==> config.mk <==
export PLATFORM = sky130hd
export DESIGN_NAME = alu_result_serializer
export DESIGN_NICKNAME = d
export VERILOG_FILES = /design/src/rtl/alu_result_serializer.sv
export SDC_FILE = /design/constraint.sdc
export NUM_CORES = 1
export LEC_CHECK = 0
export ABC_AREA = 1
export CAP_MARGIN = 20
export CORE_MARGIN = 8
export CORE_UTILIZATION = 58
export DETAILED_ROUTE_END_ITERATION = 10
export PLACE_DENSITY = 0.75
export SLEW_MARGIN = 5
export SYNTH_ARGS = -nofsm -noshare
export SYNTH_HDL_FRONTEND = slang
export SYNTH_SLANG_ARGS = --single-unit
export TNS_END_PERCENT = 1
==> constraint.sdc <==
create_clock -name clk -period 2.9 [get_ports clk]
set_input_delay 0.29 -clock clk [delete_from_list [all_inputs] [get_ports clk]]
set_output_delay 0.29 -clock clk [all_outputs]
set_load 0.03 [all_outputs]
==> src/rtl/alu_result_serializer.sv <==
// Buffers {ALU result, op select} words in a FIFO and streams them LSB-first as UART-style frames.
// Optional even-parity bit between payload and stop bit when ALU_SER_PARITY_EN is defined.
module alu_result_serializer #(
    parameter int unsigned DEPTH    = 4,
    parameter int unsigned BAUD_DIV = 4
) (
    input  logic                     clk,
    input  logic                     rst,
    input  logic                     in_valid,
    output logic                     in_ready,
    input  logic [5:0]               in_data,
    input  logic [1:0]               in_sel,
    output logic                     tx_out,
    output logic                     tx_busy,
    output logic                     frame_done,
    output logic [$clog2(DEPTH):0]   level
);

    localparam int unsigned PTR_W = $clog2(DEPTH);
    localparam int unsigned LVL_W = PTR_W + 1;
    localparam int unsigned CNT_W = (BAUD_DIV > 1) ? $clog2(BAUD_DIV) : 1;
    localparam logic [CNT_W-1:0] BAUD_LAST = CNT_W'(BAUD_DIV - 1);

    typedef struct packed {
        logic [5:0] data;
        logic [1:0] sel;
    } entry_t;

`ifdef ALU_SER_PARITY_EN
    typedef enum logic [2:0] {IDLE, START, DATA, PARITY, STOP} state_t;
`else
    typedef enum logic [1:0] {IDLE, START, DATA, STOP} state_t;
`endif

    state_t             state_q, state_d;
    logic [CNT_W-1:0]   baud_q, baud_d;
    logic [2:0]         bit_q, bit_d;
    logic [7:0]         shreg_q, shreg_d;
    logic               tx_d, busy_d, done_d;
    logic               pop, push, fifo_empty, baud_end;
`ifdef ALU_SER_PARITY_EN
    logic               parity_q, parity_d;
`endif

    entry_t             mem [DEPTH];
    logic [PTR_W-1:0]   wr_ptr, rd_ptr;
    entry_t             head;

    assign in_ready   = (level != LVL_W'(DEPTH));
    assign fifo_empty = (level == '0);
    assign push       = in_valid && in_ready;
    assign head       = mem[rd_ptr];
    assign baud_end   = (baud_q == BAUD_LAST);

    // FIFO storage carries no reset; validity is tracked by level/pointers
    always_ff @(posedge clk) begin
        if (push) begin
            mem[wr_ptr] <= '{data: in_data, sel: in_sel};
        end
    end

    // FIFO pointers and occupancy
    always_ff @(posedge clk or posedge rst) begin
        if (rst) begin
            wr_ptr <= '0;
            rd_ptr <= '0;
            level  <= '0;
        end else begin
            if (push) wr_ptr <= wr_ptr + 1'b1;
            if (pop)  rd_ptr <= rd_ptr + 1'b1;
            case ({push, pop})
                2'b10:   level <= level + 1'b1;
                2'b01:   level <= level - 1'b1;
                default: level <= level;
            endcase
        end
    end

    // FSM state, counters and registered line outputs
    always_ff @(posedge clk or posedge rst) begin
        if (rst) begin
            state_q    <= IDLE;
            baud_q     <= '0;
            bit_q      <= '0;
            shreg_q    <= '0;
            tx_out     <= 1'b1;
            tx_busy    <= 1'b0;
            frame_done <= 1'b0;
`ifdef ALU_SER_PARITY_EN
            parity_q   <= 1'b0;
`endif
        end else begin
            state_q    <= state_d;
            baud_q     <= baud_d;
            bit_q      <= bit_d;
            shreg_q    <= shreg_d;
            tx_out     <= tx_d;
            tx_busy    <= busy_d;
            frame_done <= done_d;
`ifdef ALU_SER_PARITY_EN
            parity_q   <= parity_d;
`endif
        end
    end

    // Next state; outputs are derived from the next state so they line up with it after the edge
    always_comb begin
        state_d  = state_q;
        baud_d   = baud_q;
        bit_d    = bit_q;
        shreg_d  = shreg_q;
        pop      = 1'b0;
`ifdef ALU_SER_PARITY_EN
        parity_d = parity_q;
`endif
        case (state_q)
            IDLE: begin
                if (!fifo_empty) begin
                    pop      = 1'b1;
                    shreg_d  = head;
`ifdef ALU_SER_PARITY_EN
                    parity_d = ^head;
`endif
                    baud_d   = '0;
                    state_d  = START;
                end
            end
            START: begin
                if (baud_end) begin
                    baud_d  = '0;
                    bit_d   = '0;
                    state_d = DATA;
                end else begin
                    baud_d = baud_q + 1'b1;
                end
            end
            DATA: begin
                if (baud_end) begin
                    baud_d  = '0;
                    shreg_d = shreg_q >> 1;
                    if (bit_q == 3'd7) begin
`ifdef ALU_SER_PARITY_EN
                        state_d = PARITY;
`else
                        state_d = STOP;
`endif
                    end else begin
                        bit_d = bit_q + 3'd1;
                    end
                end else begin
                    baud_d = baud_q + 1'b1;
                end
            end
`ifdef ALU_SER_PARITY_EN
            PARITY: begin
                if (baud_end) begin
                    baud_d  = '0;
                    state_d = STOP;
                end else begin
                    baud_d = baud_q + 1'b1;
                end
            end
`endif
            STOP: begin
                if (baud_end) begin
                    baud_d = '0;
                    if (!fifo_empty) begin
                        pop      = 1'b1;
                        shreg_d  = head;
`ifdef ALU_SER_PARITY_EN
                        parity_d = ^head;
`endif
                        state_d  = START;
                    end else begin
                        state_d = IDLE;
                    end
                end else begin
                    baud_d = baud_q + 1'b1;
                end
            end
            default: state_d = IDLE;
        endcase

        tx_d = 1'b1;
        case (state_d)
            START:   tx_d = 1'b0;
            DATA:    tx_d = shreg_d[0];
`ifdef ALU_SER_PARITY_EN
            PARITY:  tx_d = parity_d;
`endif
            default: tx_d = 1'b1;
        endcase
        busy_d = (state_d != IDLE);
        done_d = (state_d == STOP) && (baud_d == BAUD_LAST);
    end

endmodule

==> metrics.cfg, run 1 <==
[critical_path]
r2r-end = level[2]$_DFFE_PP0P_
r2r-start = state_q[1]$_DFF_PP0_
cp_slowest_cell = dfrtp_1
worstPathArrival_ps = 2590
critical_path_class = register to register
cp-startpoint = state_q[1]$_DFF_PP0_
cp.buffers_inverters = 3
crit_end = level[2]$_DFFE_PP0P_
worst_setup_path_start_kind = register
cpLargestDelayFamily = adder cells
reg2reg_depth = 13
cpPeakStageDelay_ps = 500
required_ps = 3110
endpoint_kind = register
path_depth = 13
ff2ff_setup_slack_ps = 520
crit_chain = ha_1 > nand2_4 > nand2_4 > inv_2 > nor2_2 > nand2_2 > inv_1 > ha_1 > inv_1 > fa_1 > a21oi_1 > o21ai_0 > xor2_1
cp_max_fo = 8

[layout]
drive_above_1_share = 0.1000
diodes = 0
final_common_cell = nand2_1
postLayoutCellArea_um2 = 3221
layout_common_cells = nand2_1 (108), edfxtp_1 (32), inv_1 (27)
area_growth_pct = 15.37
nets = 350
n_fill_cell = 359

[timing]
fin_ws_ps = 517.4
tightestPinTransition_ps = 860.6
timing.fmax_ghz = 0.4197
setup_viol = 0
rsz0062_at_grt = no
drv_slew = 0
fin_crit_ps = 2383
final.period_utilization = 0.8216
final_hold_viol_count = 0
clock_skew_ps = 11.26
max-slew-margin-rel = 0.4241
tns_ps = 0
hold_ws_ps = 164.8

[clock_tree]
clock-root-buffer = clkbuf_8
htreeDepth = 3
clock-sinks = 57
cts_buffer_depth = 2
postCtsSetupBuffers = 0
cts_resized = 0
ctsHoldBuffers = 0
cts_buffers = 9
cts_tree = built
clk_pin_slew_worst_paths_ps = 60
clk_latency_ps = 340

[yosys]
seq_area_frac_synth = 0.5688
synth_cell_types = 28
synth_top_family_by_area = simple AND/OR/NAND/NOR gates
synthSimpleGateAreaFrac = 0.2447
yosys-mux-area-fraction = 0
synthAdderAreaFrac = 0.06544
yosys_warnings = 0
postSynthCellCount = 300
yosysTopAreaCellShare = 0.3442
synth_fp_nets = 325
yosys.area.top_type = edfxtp_1
synth_compound_area_frac = 0.05065
ys_top_cells_by_area = edfxtp_1 (34%), dfrtp_1 (22%), nand2_1 (15%), ha_1 (5.8%), nand3_1 (4.1%)
synth-xor-area-share = 0.01569
syn_area_um2 = 2791
ys_seq_elements = 57
synth.avg_cell_area_um2 = 9.305

[global_routing]
grt_max_degree = 26
antenna_found_initial = 0
grt_remaining_overflow = 0
grt_pass1_wl_mm = 9.087
gr-usage-all-layers = 0.1602
grt_pass1_vias = 2001

[outcome]
outcome = completed

[placed_design]
portBuffers = 17
hpwl_mm = 3.592
pre_cts_slack_ps = 540.4
gp_congestion = 0.8310
placed_cell_area_um2 = 3007

[drt]
drtIter0Drc = 168
firstDrtPassIters = 4
detail_route.wl_per_cell_um = 14.00
routed_wirelength_mm = 5.376
vias = 2033
via_per_inst = 5.294
ant_nets = 0
drc = 0

[die]
core_um2 = 4692
pin_count = 18
rows = 25
die_area_um2 = 7289
initial_core_util = 0.5949
die_h_um = 85.38
die_w_um = 85.38

[power]
power_density_nw_per_um2 = 1122
finalPower_mw = 3.615
leakagePower_nw = 1.491
irDropWorstVdd_v = 0.0009068

[hold_path]
hp-class = input pin to asynchronous set/reset pin

[flow_run]
maxCapViolCount = 0

## layout make-up
cell class	count	area, µm²	share of cell area
Tap cell	54	67.56	0.02098
Inverter	32	122.6	0.03807
Clock inverter	6	58.81	0.01826
Multi-Input combinational cell	206	1051	0.3263
Clock buffer	10	127.6	0.03963
Timing Repair Buffer	19	205.2	0.06371
Sequential cell	57	1588	0.4930
## worst min-delay path by stage
stage                                 startpoint                endpoint  slack (ps)  depth (start not counted)
final                                        rst    frame_done$_DFF_PP0_         160                          2
after global routing                         rst    frame_done$_DFF_PP0_         160                          2
after floorplan                              rst     baud_q[0]$_DFF_PP0_         320                          1
after CTS                 shreg_q[5]$_DFFE_PP0P_  shreg_q[5]$_DFFE_PP0P_         500                          2
after global placement    shreg_q[3]$_DFFE_PP0P_  shreg_q[3]$_DFFE_PP0P_         490                          2
after detailed placement  shreg_q[5]$_DFFE_PP0P_  shreg_q[5]$_DFFE_PP0P_         490                          2
## registers in the layout (all words and copies together) (netlist names)
name,flops
shreg_q,8
mem,32
tx_busy,1
level,3
rd_ptr,2
wr_ptr,2
frame_done,1
bit_q,3
tx_out,1
state_q,2
baud_q,2
## logic make-up (layout without fill, tap and decap cells)
kind of cell / Yosys count / count (layout)
and+or+nand+nor: 162 / 162
DFF: 57 / 57
buffers and inverters: 37 / 67
AOI/OAI and AO/OA: 25 / 25
adders and majority gates: 14 / 14
xor gates and xnor gates: 5 / 5
## power breakdown
part	total, mW	switching (mW)	internal (mW)	leakage [nW]
Combinational	1.59	1.02	0.566	0.806
Sequential	1.32	0.204	1.12	0.594
Clock	0.703	0.312	0.390	0.0913
Total	3.62	1.54	2.08	1.49
## Yosys cell counts (all sizes together)
master / instances
nand2: 112
edfxtp: 32
inv: 32
dfrtp: 24
nor2: 24
nand3: 23
o21ai: 16
ha: 13
a21oi: 6
buf: 5
xor2: 4
or2: 2
a21boi: 1
dfstp: 1
fa: 1
nor3: 1
o21a: 1
o22ai: 1
xnor2: 1
## through the flow
stage | utilization | instances
detailed placement | 0.6408 | 367
floorplan | - | 300
finish | 0.6864 | 384
global placement | 0.6408 | 367
CTS | 0.6805 | 383
global route | 0.6864 | 384
## metal layers
metal  routed length, µm  vias up  global-route usage
li1                    -     1020                   -
met1                2458      951              0.1987
met2                2536       49              0.2521
met4                 118        0             0.09076
met3                 263       13             0.03571
met5                   0        -                   0
No activity file was read; power rests on OpenSTA's default activity.
==> inputs of run 2 (changes only) <==
--- a/config.mk
+++ b/config.mk
@@ -8,9 +8,9 @@
 export ABC_AREA = 1
 export CAP_MARGIN = 20
 export CORE_MARGIN = 8
-export CORE_UTILIZATION = 58
+export CORE_UTILIZATION = 53
 export DETAILED_ROUTE_END_ITERATION = 10
-export PLACE_DENSITY = 0.75
+export PLACE_DENSITY = 0.72
 export SLEW_MARGIN = 5
 export SYNTH_ARGS = -nofsm -noshare
 export SYNTH_HDL_FRONTEND = slang
==> constraint.sdc (replaced) <==
create_clock -name clk -period 1.95 [get_ports clk]
set_input_delay 0.195 -clock clk [delete_from_list [all_inputs] [get_ports clk]]
set_output_delay 0.195 -clock clk [all_outputs]
set_load 0.03 [all_outputs]
==> run 2 against run 1 <==
Effect of this change:
- the run now ends with setup timing left
- clock-buffer cell count is 1 higher
- routed wire length is 8.3% higher
- sequential power is 47% higher
- final cell count is 10% higher
- via count is 3.5% higher
- critical endpoint unchanged
==> metrics.cfg, run 2 (synthesis results as in run 1) <==
[outcome]
outcome = finished with violations  ; was completed
violations = setup timing

[die]
initial_core_util = 0.5465  ; was 0.5949
die_w_um = 88.58  ; was 85.38 µm
pin_count = 18  ; unchanged
die_area_um2 = 7846  ; was 7289 µm²
die_h_um = 88.58  ; was 85.38 µm
core_um2 = 5107  ; was 4692 µm²
rows = 26  ; was 25

[layout]
layout_common_cells = nand2_1 (106), edfxtp_1 (32), buf_4 (26)  ; was nand2_1 (108), edfxtp_1 (32), inv_1 (27)
post-route-util = 0.6810  ; was 0.6864
n_fill_cell = 409  ; was 359
top_regs = mem: 32 flops, shreg_q: 8 flops  ; unchanged
final_common_cell = nand2_1  ; unchanged
area_growth_pct = 24.61  ; was 15.37%
drive_above_1_share = 0.2260  ; was 0.1000
diodes = 0  ; unchanged
largest_reg_flops = 32  ; unchanged
nets = 374  ; was 350
top_register = mem  ; unchanged

[power]
irDropWorstVdd_v = 0.001288  ; was 0.0009068 V
internal_power_mw = 3.463  ; was 2.077 mW
switching_share = 0.4173  ; was 0.4254
power_density_nw_per_um2 = 1709  ; was 1122 nW/µm²
p_switching_mw = 2.480  ; was 1.538 mW
p_seq_frac = 0.326  ; was 0.366
leakagePower_nw = 1.591  ; was 1.491 nW
finalPower_mw = 5.943  ; was 3.615 mW
clkPwrFrac = 0.178  ; was 0.194
power_frac_comb = 0.496  ; was 0.439

[timing]
clock_skew_ps = 8.287  ; was 11.26 ps
final.period_utilization = 1.042  ; was 0.8216
max-slew-margin-rel = 0.6624  ; was 0.4241
timing.fmax_ghz = 0.4920  ; was 0.4197 GHz
final_hold_viol_count = 0  ; unchanged
tightestPinTransition_ps = 506.4  ; was 860.6 ps
fin_ws_ps = -82.66  ; was 517.4 ps
drv_slew = 0  ; unchanged
fin_crit_ps = 2033  ; was 2383 ps
rsz0062_at_grt = yes  ; was no
setup_viol = 1  ; was 0
tns_ps = -82.66  ; was 0 ps

[clock_tree]
cts_buffer_depth = 2  ; unchanged
clk_latency_ps = 330  ; was 340 ps
cts_tree = built  ; unchanged
clk_pin_slew_worst_paths_ps = 70  ; was 60 ps
clock-root-buffer = clkbuf_8  ; unchanged
cts_buffers = 9  ; unchanged
htreeDepth = 3  ; unchanged
clock-sinks = 57  ; unchanged

[critical_path]
endpoint_kind = register  ; unchanged
worstPathArrival_ps = 2230  ; was 2590 ps
reg2reg_depth = 14  ; was 13
worst_setup_path_start_kind = register  ; unchanged
required_ps = 2150  ; was 3110 ps
critical_path_class = register to register  ; unchanged
r2r-start = state_q[0]$_DFF_PP0_  ; was state_q[1]$_DFF_PP0_
cp-startpoint = state_q[0]$_DFF_PP0_  ; was state_q[1]$_DFF_PP0_
ff2ff_setup_slack_ps = -80  ; was 520 ps
r2r-end = level[2]$_DFFE_PP0P_  ; unchanged
cp_max_fo = 4  ; was 8

[global_routing]
grt_pass1_vias = 2166  ; was 2,001
grt_max_degree = 26  ; unchanged
grt_remaining_overflow = 0  ; unchanged
gr-usage-all-layers = 0.1667  ; was 0.1602
antenna_found_initial = 0  ; unchanged
grt_pass1_wl_mm = 9.991  ; was 9.087 mm

[placed_design]
portBuffers = 17  ; unchanged
hpwl_mm = 3.783  ; was 3.592 mm
gp_congestion = 0.7932  ; was 0.8310

[drt]
ant_nets = 0  ; unchanged
vias = 2105  ; was 2,033
firstDrtPassIters = 4  ; unchanged
via_per_inst = 4.965  ; was 5.294
detail_route.wl_per_cell_um = 13.74  ; was 14.00 µm
drc = 0  ; unchanged
drtIter0Drc = 110  ; was 168
routed_wirelength_mm = 5.824  ; was 5.376 mm

[hold_path]
hp-class = input pin to asynchronous set/reset pin  ; unchanged

[flow_run]
maxCapViolCount = 0  ; unchanged

==> run 2: per-layer routing <==
metal | up-vias | share of wire | GRT usage
met5 | - | 0 | 0
met4 | 0 | 0.019 | 0.08756
met3 | 9 | 0.032 | 0.03528
met2 | 37 | 0.49 | 0.2668
met1 | 999 | 0.46 | 0.2066
li1 | 1060 | - | -
==> run 2: critical path: stages, from the launching register on <==
cell	delay, ps
dfrtp_2	450
inv_2	90
ha_4	130
inv_2	40
nand2_4	60
inv_4	40
nor2_4	70
nand2_2	60
inv_2	70
ha_4	130
inv_2	40
fa_2	350
a21oi_2	140
o21ai_2	80
xor2_1	160
==> run 2: worst max path at each step <==
stage                     cells after the start                   end
after floorplan                              14  level[2]$_DFFE_PP0P_
after global placement                       14  level[2]$_DFFE_PP0P_
after detailed placement                     14  level[2]$_DFFE_PP0P_
after CTS                                    14  level[2]$_DFFE_PP0P_
after global routing                         14  level[2]$_DFFE_PP0P_
final                                        14  level[2]$_DFFE_PP0P_
==> run 2: cell type report <==
cell class | count | area (µm²) | area share
Sequential cell | 57 | 1593 | 0.4579
Multi-Input combinational cell | 206 | 1120 | 0.3219
Timing Repair Buffer | 43 | 365.4 | 0.1050
Clock buffer | 11 | 131.4 | 0.03777
Inverter | 32 | 125.1 | 0.03597
Tap cell | 70 | 87.58 | 0.02518
Clock inverter | 5 | 56.30 | 0.01619
==> run 2: what timing repair did <==
item | in CTS | in global routing
pin swaps | 6 | 7
setup endpoints to repair | 1 | 4
hold buffers | 0 | 0
gates resized for setup | 8 | 7
setup buffers | 5 | 2
==> run 2: through the flow <==
stage	hold WS, ps	area, µm²	instances	setup WS, ps
global placement	481.8	3189	401	16.27
detailed placement	498.8	3189	401	-38.58
finish	211.8	3478	424	-82.66
floorplan	221.3	2819	300	-49.95
global route	266.2	3478	424	-177.1
CTS	220.8	3443	422	-64.18
==> run 2: power by group through the flow <==
stage	Sequential (mW)	Combinational, mW	Clock, mW
after CTS	1.94	2.82	1.07
after global placement	1.94	2.58	0
final	1.94	2.95	1.06
after detailed placement	1.96	2.64	0
after global routing	1.98	3.32	1.12
after floorplan	1.99	1.77	0
